$ cat src/rtl/alu_pipe.sv
// Pipelined WIDTH-bit ALU with a registered result stage, valid/ready handshake and an accumulator.
// Optional ALU_SAT_EN makes ADD/SUB/ACC saturate on signed overflow; the default build wraps.
module alu_pipe #(
   parameter int WIDTH = 8,
   parameter int SHW   = $clog2(WIDTH)
) (
   input  logic             clk,
   input  logic             rst,
   input  logic             in_valid,
   output logic             in_ready,
   input  logic [WIDTH-1:0] a,
   input  logic [WIDTH-1:0] b,
   input  logic [2:0]       OpCode,
   output logic             out_valid,
   input  logic             out_ready,
   output logic [WIDTH-1:0] r,
   output logic             OVFlag,
   output logic             CFlag,
   output logic             ZFlag
);

   localparam logic [2:0] OP_SUB = 3'd0;
   localparam logic [2:0] OP_ADD = 3'd1;
   localparam logic [2:0] OP_NOT = 3'd2;
   localparam logic [2:0] OP_OR  = 3'd3;
   localparam logic [2:0] OP_AND = 3'd4;
   localparam logic [2:0] OP_XOR = 3'd5;
   localparam logic [2:0] OP_SHL = 3'd6;
   localparam logic [2:0] OP_ACC = 3'd7;

`ifdef ALU_SAT_EN
   localparam logic [WIDTH-1:0] SAT_MAX = {1'b0, {(WIDTH-1){1'b1}}};
   localparam logic [WIDTH-1:0] SAT_MIN = {1'b1, {(WIDTH-1){1'b0}}};
`endif

   logic [WIDTH-1:0] acc;
   logic [WIDTH-1:0] add_x;
   logic [WIDTH:0]   sum;
   logic [WIDTH:0]   diff;
   logic [WIDTH-1:0] res_c;
   logic             ovf_c;
   logic             cy_c;
   logic             accept;

   assign in_ready = !out_valid || out_ready;
   assign accept   = in_valid && in_ready;

   // ACC reuses the adder with the accumulator as the first operand
   assign add_x = (OpCode == OP_ACC) ? acc : a;
   assign sum   = {1'b0, add_x} + {1'b0, ((OpCode == OP_ACC) ? a : b)};
   assign diff  = {1'b0, a} - {1'b0, b};

   always_comb begin
      res_c = '0;
      ovf_c = 1'b0;
      cy_c  = 1'b0;
      case (OpCode)
         OP_SUB: begin
            res_c = diff[WIDTH-1:0];
            cy_c  = diff[WIDTH];
            ovf_c = (a[WIDTH-1] != b[WIDTH-1]) && (diff[WIDTH-1] != a[WIDTH-1]);
         end
         OP_ADD, OP_ACC: begin
            res_c = sum[WIDTH-1:0];
            cy_c  = sum[WIDTH];
            ovf_c = (add_x[WIDTH-1] == ((OpCode == OP_ACC) ? a[WIDTH-1] : b[WIDTH-1]))
                    && (sum[WIDTH-1] != add_x[WIDTH-1]);
         end
         OP_NOT:  res_c = ~a;
         OP_OR:   res_c = a | b;
         OP_AND:  res_c = a & b;
         OP_XOR:  res_c = a ^ b;
         OP_SHL:  res_c = a << b[SHW-1:0];
         default: res_c = '0;
      endcase
`ifdef ALU_SAT_EN
      // On overflow the wrapped sign is the inverse of the true sign
      if (ovf_c)
         res_c = res_c[WIDTH-1] ? SAT_MAX : SAT_MIN;
`endif
   end

   always_ff @(posedge clk) begin
      if (rst) begin
         out_valid <= 1'b0;
         r         <= '0;
         OVFlag    <= 1'b0;
         CFlag     <= 1'b0;
         ZFlag     <= 1'b0;
         acc       <= '0;
      end else if (accept) begin
         out_valid <= 1'b1;
         r         <= res_c;
         OVFlag    <= ovf_c;
         CFlag     <= cy_c;
         ZFlag     <= (res_c == '0);
         if (OpCode == OP_ACC)
            acc <= res_c;
      end else if (out_ready) begin
         out_valid <= 1'b0;
      end
   end

endmodule

$ cat config.mk
export PLATFORM = sky130hd
export DESIGN_NAME = alu_pipe
export DESIGN_NICKNAME = d
export VERILOG_FILES = /design/src/rtl/alu_pipe.sv
export SDC_FILE = /design/constraint.sdc
export NUM_CORES = 1
export LEC_CHECK = 0
export ABC_AREA = 1
export CAP_MARGIN = 20
export CORE_AREA = 10 10 75 90
export CTS_CLUSTER_SIZE = 20
export DETAILED_ROUTE_END_ITERATION = 7
export DIE_AREA = 0 0 85 100
export PLACE_DENSITY = 0.85
export SYNTH_ARGS = -nofsm -noshare
export SYNTH_HDL_FRONTEND = slang
export SYNTH_SLANG_ARGS = --single-unit
$ cat constraint.sdc
create_clock -name clk -period 3.4 [get_ports clk]
set_input_delay 0.68 -clock clk [delete_from_list [all_inputs] [get_ports clk]]
set_output_delay 0.68 -clock clk [all_outputs]
set_load 0.03 [all_outputs]
# Word level (Yosys, flattened, before mapping)
# Cells that the tools add are included.
# op_classes
addsub,2
mul,0
div_mod_pow,0
order_cmp,0
n_eq_ne,11
shifts,1
n_mux,8
n_bitwise,4
reduce_logical,10
# ops
cell,n
8-bit one-hot mux with 7 select lines,1
8-bit 2-to-1 mux,2
3-bit equality test (second input constant),4
8-bit by 8-bit adder with 9-bit output,1
8-bit by 8-bit subtractor with 9-bit output,1
8-bit bitwise AND,1
8-bit logical NOT,1
8-bit NOT,1
8-bit OR,1
8-bit by 3-bit << shifter with 8-bit output,1
8-bit XOR,1
3-bit by 2-bit equality test with 1-bit output (second input constant),2
1-bit one-hot mux with 2 select lines,2
3-bit by 1-bit equality test with 1-bit output (second input constant),1
1-bit logical AND,3
3-bit logical NOT,1
1-bit 2-to-1 mux,3
1-bit inequality test,3
2-bit AND reduction,1
2-bit nonzero test,1
2-bit OR reduction,1
1-bit equality test,1
1-bit logical NOT,1
1-bit logical OR,1
# totals
regBits,20
latch_bits,0
ramBits,0
romBits,0
input_bits,23
out_inout_bits,13
elab_cells,42
mem_count,0

# Logic depth before layout (Yosys ltp)
# Gate-level depths: netlist of run 1.
# depth
depth_word,6
mapped_depth,19
ltp_nobuf,16

# Least setup slack after synthesis of run 1
# OpenSTA, ideal clock, no wires.
# synth_path
kind,input to register
startpoint,in OpCode[2]
endpoint,reg ZFlag
setup_time_ns,0.070
arrival_ns,2.836
t_required_ns,3.330
slack_ns,0.494
path_stages,16
path_buffers,3
path_cell_list,buf_6 nand3_2 buf_4 inv_1 buf_2 o21ai_0 ha_1 fa_1 xor2_1 nand2_1 nand3_1 nor2_1 nand2_1 nor2_1 nand4_1 a21oi_1
# synth_via
elab_chain_len,5
word_cells_on_any_way,14
cone_classes,add/sub (1); eq/ne (7); mux (3); reduce/logical (3)
# synth_lines
item,line,source
from (decl),13,"input logic [2:0] OpCode,"
3-bit equality test,"49, 50, 57",
"8-bit 2-to-1 mux, on equally long branches","49, 50",
8-bit by 8-bit adder with 9-bit output,50,"assign sum = {1'b0, add_x} + {1'b0, ((OpCode == OP_ACC) ? a : b)};"
8-bit one-hot mux with 7 select lines (*),57,case (OpCode)
8-bit logical NOT (*),96,ZFlag <= (res_c == '0);
to (signal assigned),96,
to (decl),19,output logic ZFlag
# Mark *: on every way between the ends. The rest lies on a longest branch, timed or not.
# A chain may end at the register's enable or synchronous reset.

# Worst setup path after layout of run 1
# layout_path
startpoint,in OpCode[2]
endpoint,reg CFlag
# layout_via
elab_chain_len,4
word_cells_on_any_way,8
cone_classes,add/sub (1); eq/ne (2); mux (3); reduce/logical (2)
# layout_lines
item,line,source
3-bit equality test,"49, 50, 57",
"8-bit 2-to-1 mux, on equally long branches","49, 50",
8-bit by 8-bit adder with 9-bit output,50,
1-bit one-hot mux with 2 select lines (*),57,
to (signal assigned),95,CFlag <= cy_c;
to (decl),18,"output logic CFlag,"
# Marks and branches as above.

==> results of run 1 <==
-- power by group through the flow --
stage / clock, mW / sequential (mW) / combinational (mW)
2_1_floorplan: 0 / 0.285 / 0.259
3_3_place_gp: 0 / 0.263 / 0.409
3_5_place_dp: 0 / 0.263 / 0.416
4_1_cts: 0.239 / 0.258 / 0.418
5_1_grt: 0.245 / 0.260 / 0.474
6_report: 0.239 / 0.258 / 0.421
-- Yosys cell counts (3+ instances only) --
cell / n
a21oi_1: 21
buf_2: 4
buf_6: 5
dfxtp_1: 20
ha_1: 33
inv_1: 67
inv_2: 4
nand2_1: 112
nand2_2: 3
nand2_4: 3
nand3_1: 62
nand3_2: 3
nand4_1: 14
nor2_1: 32
nor2_2: 7
nor2_4: 3
o211ai_1: 4
o21ai_0: 33
xor2_1: 3
-- state kept, by name (all words and copies together), names as in the netlist --
signal and count:
ZFlag 1, CFlag 1, OVFlag 1, r 8, acc 8, out_valid 1
-- worst max-delay path, cell delays in order --
cell	delay (ns)
clkdlybuf4s50_1	0.49
nand3_2	0.08
inv_1	0.23
o21ai_0	0.13
ha_1	0.24
fa_1	0.43
nand4_1	0.14
nand3_1	0.08
nand2_1	0.09
a21oi_1	0.06
o21ai_0	0.23
o31ai_1	0.11
o21ai_0	0.19
inv_1	0.06
-- final cells by class --
| type | count | area (um^2) | share of cell area |
|---|---|---|---|
| Sequential cell | 20 | 400 | 0.124 |
| Multi-Input combinational cell | 347 | 1970 | 0.610 |
| Clock inverter | 1 | 30.0 | 0.00932 |
| Timing Repair Buffer | 45 | 425 | 0.132 |
| Tap cell | 62 | 77.6 | 0.0241 |
| Inverter | 74 | 280 | 0.0870 |
| Clock buffer | 3 | 41.3 | 0.0128 |
-- placed cells by master, fill, tap and decap left out, types with 3 or more instances in the layout --
cell / count
o211ai_1: 4
inv_1: 67
nand4_1: 14
nand2_2: 3
nand3_1: 62
ha_1: 33
nor2_1: 32
nand2_4: 3
xor2_1: 3
clkdlybuf4s50_1: 35
nor2_2: 7
nand3_2: 3
clkbuf_8: 3
o21ai_0: 33
a21oi_1: 21
dfxtp_1: 20
nand2_1: 112
buf_4: 10
nor2_4: 3
inv_2: 4
-- cell families (layout without fill, tap and decap cells) --
logic type      count (synthesis)  count (layout)  share of synthesized area
compound gates                 63              63                      0.125
simple gates                  246             246                      0.417
flops                          20              20                      0.146
xor+xnor                        3               3                    0.00957
fa+ha+maj                      35              35                      0.165
buf+inv                        87             123                      0.138
-- final timing paths --
kind                             from            endpoint  slack (ns)  cells after the start
setup / recovery            OpCode[2]  CFlag$_SDFFE_PP0P_        0.31                     14
setup reg to reg  acc[0]$_SDFFE_PP0P_  CFlag$_SDFFE_PP0P_        1.16                     12
hold / removal     ZFlag$_SDFFE_PP0P_  ZFlag$_SDFFE_PP0P_        0.49                      2
hold reg to reg    ZFlag$_SDFFE_PP0P_  ZFlag$_SDFFE_PP0P_        0.49                      2
-- routing by layer --
layer	vias to the layer above	routed length, um
li1	1542	-
met1	1339	3310
met2	112	3780
met3	43	440
met4	0	624
met5	-	0
==> impl_results.md, run 1 <==
- Sequential area share after synthesis: 0.146
- EDFF count, synth: 0
- Post-CTS setup repair buffer count: 0
- CTS root buf: clkbuf_8
- Status: completed
- WL/cell: 14.8 um
- Met3 usage: 0.0251
- Gr usage total: 0.193
- Core Util, Final: 0.630
- Post-synth top area cell: nand2_1
- RSZ-0062 raised after global routing: no
- CTS buffer count: 3
- Post-placement cell count: 548
- Sw frac: 0.386
- Leak Pwr: 1.70 nW
- Crit-path max FO: 12
- Cts repair resizes: 0
- Synth Register Bits: 20
- Asr flop ratio synth: 0
- Clk slew on worst S/H paths: 0.08 ns
- Worst slack, placed: 0.0930 ns
- Min cycle time layout: 3.09 ns
- Area Overhead vs Synth: 17.3%
- Global-route wire length before repair: 13.9 mm
- Largest net degree at the start of global routing: 23
- Slew Viols, Final: 0
- Grt ovf: 0
- Die H: 100 um
- Initial antenna violation count: 0
- Post-route ant nets: 0
- Pint: 0.564 mW
- Die ar.: 0.00850 mm^2
- Share of post-route cells with drive strength above 1: 0.0837
- Fin worst setup slack: 0.310 ns
- Tcrit/Tclk final: 0.909
- Synthesized net count: 512
- FILL cells: 488
- H-tree Lvls: 1
- Clock skew: 0.00216 ns
- RePlAce Congestion: 0.991
- Post-DP HPWL: 6.84 mm
- Via count: 3,036
- Switching pwr: 0.354 mW
- DRT iter0 DRCs: 208
- DP Area: 0.00315 mm^2
- Power Total: 0.918 mW
- Slew margin rel.: 0.716
- Vias/cell: 5.50
- Worst slew pin tran: 0.424 ns
- FMAX: 0.324 GHz
- Site Rows: 29
- Peak supply drop: 0.000220 V
- Synth warnings: 0
- Pwr dens: 285 mW/mm^2
- Finished Cell Area: 0.00322 mm^2
- Worst-Skew Late Latency: 0.26 ns
- Die width: 85 um
- Hold buffer count at CTS: 0
- Clock group share of total power: 0.261
- Hold crit path type: reg2reg
- Count of input and output buffers: 35
- Post-Syn Area: 0.00275 mm^2
- Initial Util: 0.537
- Nets: 549
- # diodes: 0
- Setup violators final: 0
- Worst path required time: 3.56 ns
- Final hold viol count: 0
- Most used DFF post-synth: dfxtp_1
- Post-synthesis cell type count: 34
- Worst setup SP type: input pin
- Synth top area share: 0.153
- DRT Pass-1 Iters: 5
- Met1 track demand over resource: 0.217
- Power share of the sequential group: 0.281
- Mapped Cells: 454
- CTS tree: done
- Worst hold slack: 0.495 ns
- Post-Route WL: 8.16 mm
- # clock sinks: 20
- Worst Setup End Kind: flip-flop
- Vias in the first global route: 3,004
- Core Region: 0.00512 mm^2
- Mean Syn Cell Area: 6.05 um^2
- GR Layer Usage met2: 0.325
- Crit path DAT: 3.25 ns
- Setup tns final: 0 ns
- Max clock buf depth: 2
- Grt peak-use layer: met2
- Fin cells: 552
- Num ports: 36
- Synth area leaders: nand2_1 15%, ha_1 15%, dfxtp_1 15%
- DRC: 0
- Crit path kind: in2reg
- Max cap viols: 0
- Gate power share: 0.458
Note: power is estimated with default switching activity, not from simulation.
==> run 2: changes to the inputs <==
==> constraint.sdc (replaced) <==
create_clock -name clk -period 3.4 [get_ports clk]
set_input_delay 0.68 -clock clk [delete_from_list [all_inputs] [get_ports clk]]
set_output_delay 0.68 -clock clk [all_outputs]
set_load 0.01 [all_outputs]
==> results of run 2 <==
Same layout as run 1 (identical final DEF). Status: completed.
Among the figures that moved: total power 0.918 mW -> 0.900 mW; worst IR drop on VDD 0.000220 V -> 0.000219 V
==> run 3: changes to the inputs <==
--- a/config.mk
+++ b/config.mk
@@ -7,10 +7,10 @@
 export LEC_CHECK = 0
 export ABC_AREA = 1
 export CAP_MARGIN = 20
-export CORE_AREA = 10 10 75 90
+export CORE_AREA = 2 2 67 82
 export CTS_CLUSTER_SIZE = 20
 export DETAILED_ROUTE_END_ITERATION = 7
-export DIE_AREA = 0 0 85 100
+export DIE_AREA = 0 0 69 84
 export PLACE_DENSITY = 0.85
 export SYNTH_ARGS = -nofsm -noshare
 export SYNTH_HDL_FRONTEND = slang
==> impl_results.md, run 3 (synthesized netlist as in run 1, its figures left out) <==
- Tcrit/Tclk final: 0.918 (was 0.909)
- Worst-Skew Late Latency: 0.26 ns (about the same)
- Crit path capture: CFlag$_SDFFE_PP0P_ (unchanged)
- FMAX: 0.321 GHz (was 0.324 GHz)
- Initial antenna violation count: 0 (unchanged)
- Hold path start: ZFlag$_SDFFE_PP0P_ (unchanged)
- Initial Util: 0.541 (was 0.537)
- Largest net degree at the start of global routing: 19 (was 23)
- DP Area: 0.00317 mm^2 (was 0.00315 mm^2)
- Leak Pwr: 1.71 nW (was 1.70 nW)
- CTS buffer count: 3 (unchanged)
- Vias/cell: 5.57 (was 5.50)
- Crit path kind: in2reg (unchanged)
- Worst reg2reg startpoint: acc[0]$_SDFFE_PP0P_ (unchanged)
- Post-route ant nets: 0 (unchanged)
- R2R Setup Slk: 1.13 ns (was 1.16 ns)
- # clock sinks: 20 (unchanged)
- Post-Route WL: 7.97 mm (was 8.16 mm)
- Via count: 3,090 (was 3,036)
- Commonest non-fill, non-tap cells in the layout: 112 x nand2_1, 67 x inv_1, 62 x nand3_1 (unchanged)
- WL/cell: 14.4 um (was 14.8 um)
- Nets: 552 (was 549)
- Vias in the first global route: 2,918 (was 3,004)
- Metal-1 WL: 3.27 mm (was 3.31 mm)
- Site Rows: 29 (unchanged)
- Grt ovf: 0 (unchanged)
- RSZ-0062 raised after global routing: no (unchanged)
- # diodes: 0 (unchanged)
- Largest regs: acc (8), r (8) (unchanged)
- Min cycle time layout: 3.12 ns (was 3.09 ns)
- Status: completed (unchanged)
- H-tree Lvls: 1 (unchanged)
- DRC: 0 (unchanged)
- DRT Pass-1 Iters: 5 (unchanged)
- Die ar.: 0.00580 mm^2 (was 0.00850 mm^2)
- Num ports: 36 (unchanged)
- Max clock buf depth: 2 (unchanged)
- Post-DP HPWL: 6.47 mm (was 6.84 mm)
- Hold buffer count at CTS: 0 (unchanged)
- Count of input and output buffers: 35 (unchanged)
- Post-CTS setup repair buffer count: 0 (unchanged)
- Setup violators final: 0 (unchanged)
- Slew margin rel.: 0.693 (was 0.716)
- DRT iter0 DRCs: 210 (was 208)
- Worst Setup SP: OpCode[2] (unchanged)
- Worst Setup End Kind: flip-flop (unchanged)
- Setup tns final: 0 ns (unchanged)
- Die width: 69 um (was 85 um)
- Crit path DAT: 3.27 ns (was 3.25 ns)
- Die H: 84 um (was 100 um)
- Final hold viol count: 0 (unchanged)
- Worst path required time: 3.55 ns (was 3.56 ns)
- Core Region: 0.00508 mm^2 (was 0.00512 mm^2)
- RePlAce Congestion: 0.992 (was 0.991)
- Reg-to-reg endpoint: CFlag$_SDFFE_PP0P_ (unchanged)
- Peak supply drop: 0.000158 V (was 0.000219 V)
- Area Overhead vs Synth: 17.5% (was 17.3%)
- Most common cell after layout, fill and taps aside: nand2_1 (unchanged)
- Clk slew on worst S/H paths: 0.07 ns (was 0.08 ns)
- Power Total: 0.850 mW (was 0.900 mW)
- Finished Cell Area: 0.00323 mm^2 (was 0.00322 mm^2)
- Slew Viols, Final: 0 (unchanged)
- Top layer in use: met4 (unchanged)
- CTS tree: done (unchanged)
- Cts repair resizes: 0 (unchanged)
- CTS root buf: clkbuf_8 (unchanged)
- Max cap viols: 0 (unchanged)
- Share of post-route cells with drive strength above 1: 0.0892 (was 0.0837)
- R2R depth: 12 (unchanged)
- WL met3: 475 um (was 440 um)
- Met2 Wirelength: 3.71 mm (was 3.78 mm)
- Global-route wire length before repair: 13.1 mm (was 13.9 mm)
- Gr usage total: 0.275 (was 0.193)
- Worst slew pin tran: 0.457 ns (was 0.424 ns)
- Hold crit path type: reg2reg (unchanged)
- Crit-path max FO: 12 (unchanged)
- Worst setup SP type: input pin (unchanged)
- Pwr dens: 263 mW/mm^2 (was 279 mW/mm^2)
- Clock skew: 0.00307 ns (was 0.00216 ns)
==> run 3: worst max-delay path, cell delays in order <==
cell and delay [ns]:
clkdlybuf4s50_1 0.49, nand3_2 0.08, inv_1 0.22, o21ai_0 0.13, ha_1 0.24, fa_1 0.43, nand4_1 0.14, nand3_1 0.09
nand2_1 0.09, a21oi_1 0.06, o21ai_0 0.24, o31ai_1 0.14, o21ai_0 0.16, inv_1 0.06
==> run 3: area by class of cell <==
type,count,area [um^2]
clock buffers,4,55.1
fillers,493,1850
inverters,74,280
multi-input cells,347,1970
flip-flops and latches,20,400
well taps,62,77.6
repair buffers,48,448
==> run 3: how the worst min path moves through the flow <==
stage / to / slack [ns] / cells after the start
floorplan: acc[0]$_SDFFE_PP0P_ / 0.46 / 2
global placement: ZFlag$_SDFFE_PP0P_ / 0.47 / 2
detailed placement: ZFlag$_SDFFE_PP0P_ / 0.48 / 2
CTS: ZFlag$_SDFFE_PP0P_ / 0.48 / 2
global route: ZFlag$_SDFFE_PP0P_ / 0.53 / 2
finish: ZFlag$_SDFFE_PP0P_ / 0.49 / 2
==> run 3: power breakdown <==
group	switching [mW]	internal [mW]	total, mW
sequential	0.00857	0.249	0.258
clock	0.0793	0.103	0.182
combinational	0.249	0.161	0.409
total	0.337	0.513	0.850
==> run 3: per-layer routing <==
metal	track usage	vias to the layer above
li1	-	1550
met1	0.331	1369
met2	0.465	135
met3	0.0205	36
met4	0.180	0
met5	0	-
==> run 3: through the flow <==
step | hold WS, ns | instances | setup slack [ns] | utilization
finish | 0.490 | 555 | 0.280 | 0.635
global route | 0.526 | 555 | 0.0667 | 0.635
CTS | 0.484 | 555 | 0.289 | 0.635
detailed placement | 0.481 | 551 | 0.0314 | 0.625
global placement | 0.474 | 551 | 0.0798 | 0.625
floorplan | 0.463 | 454 | 0.494 | -
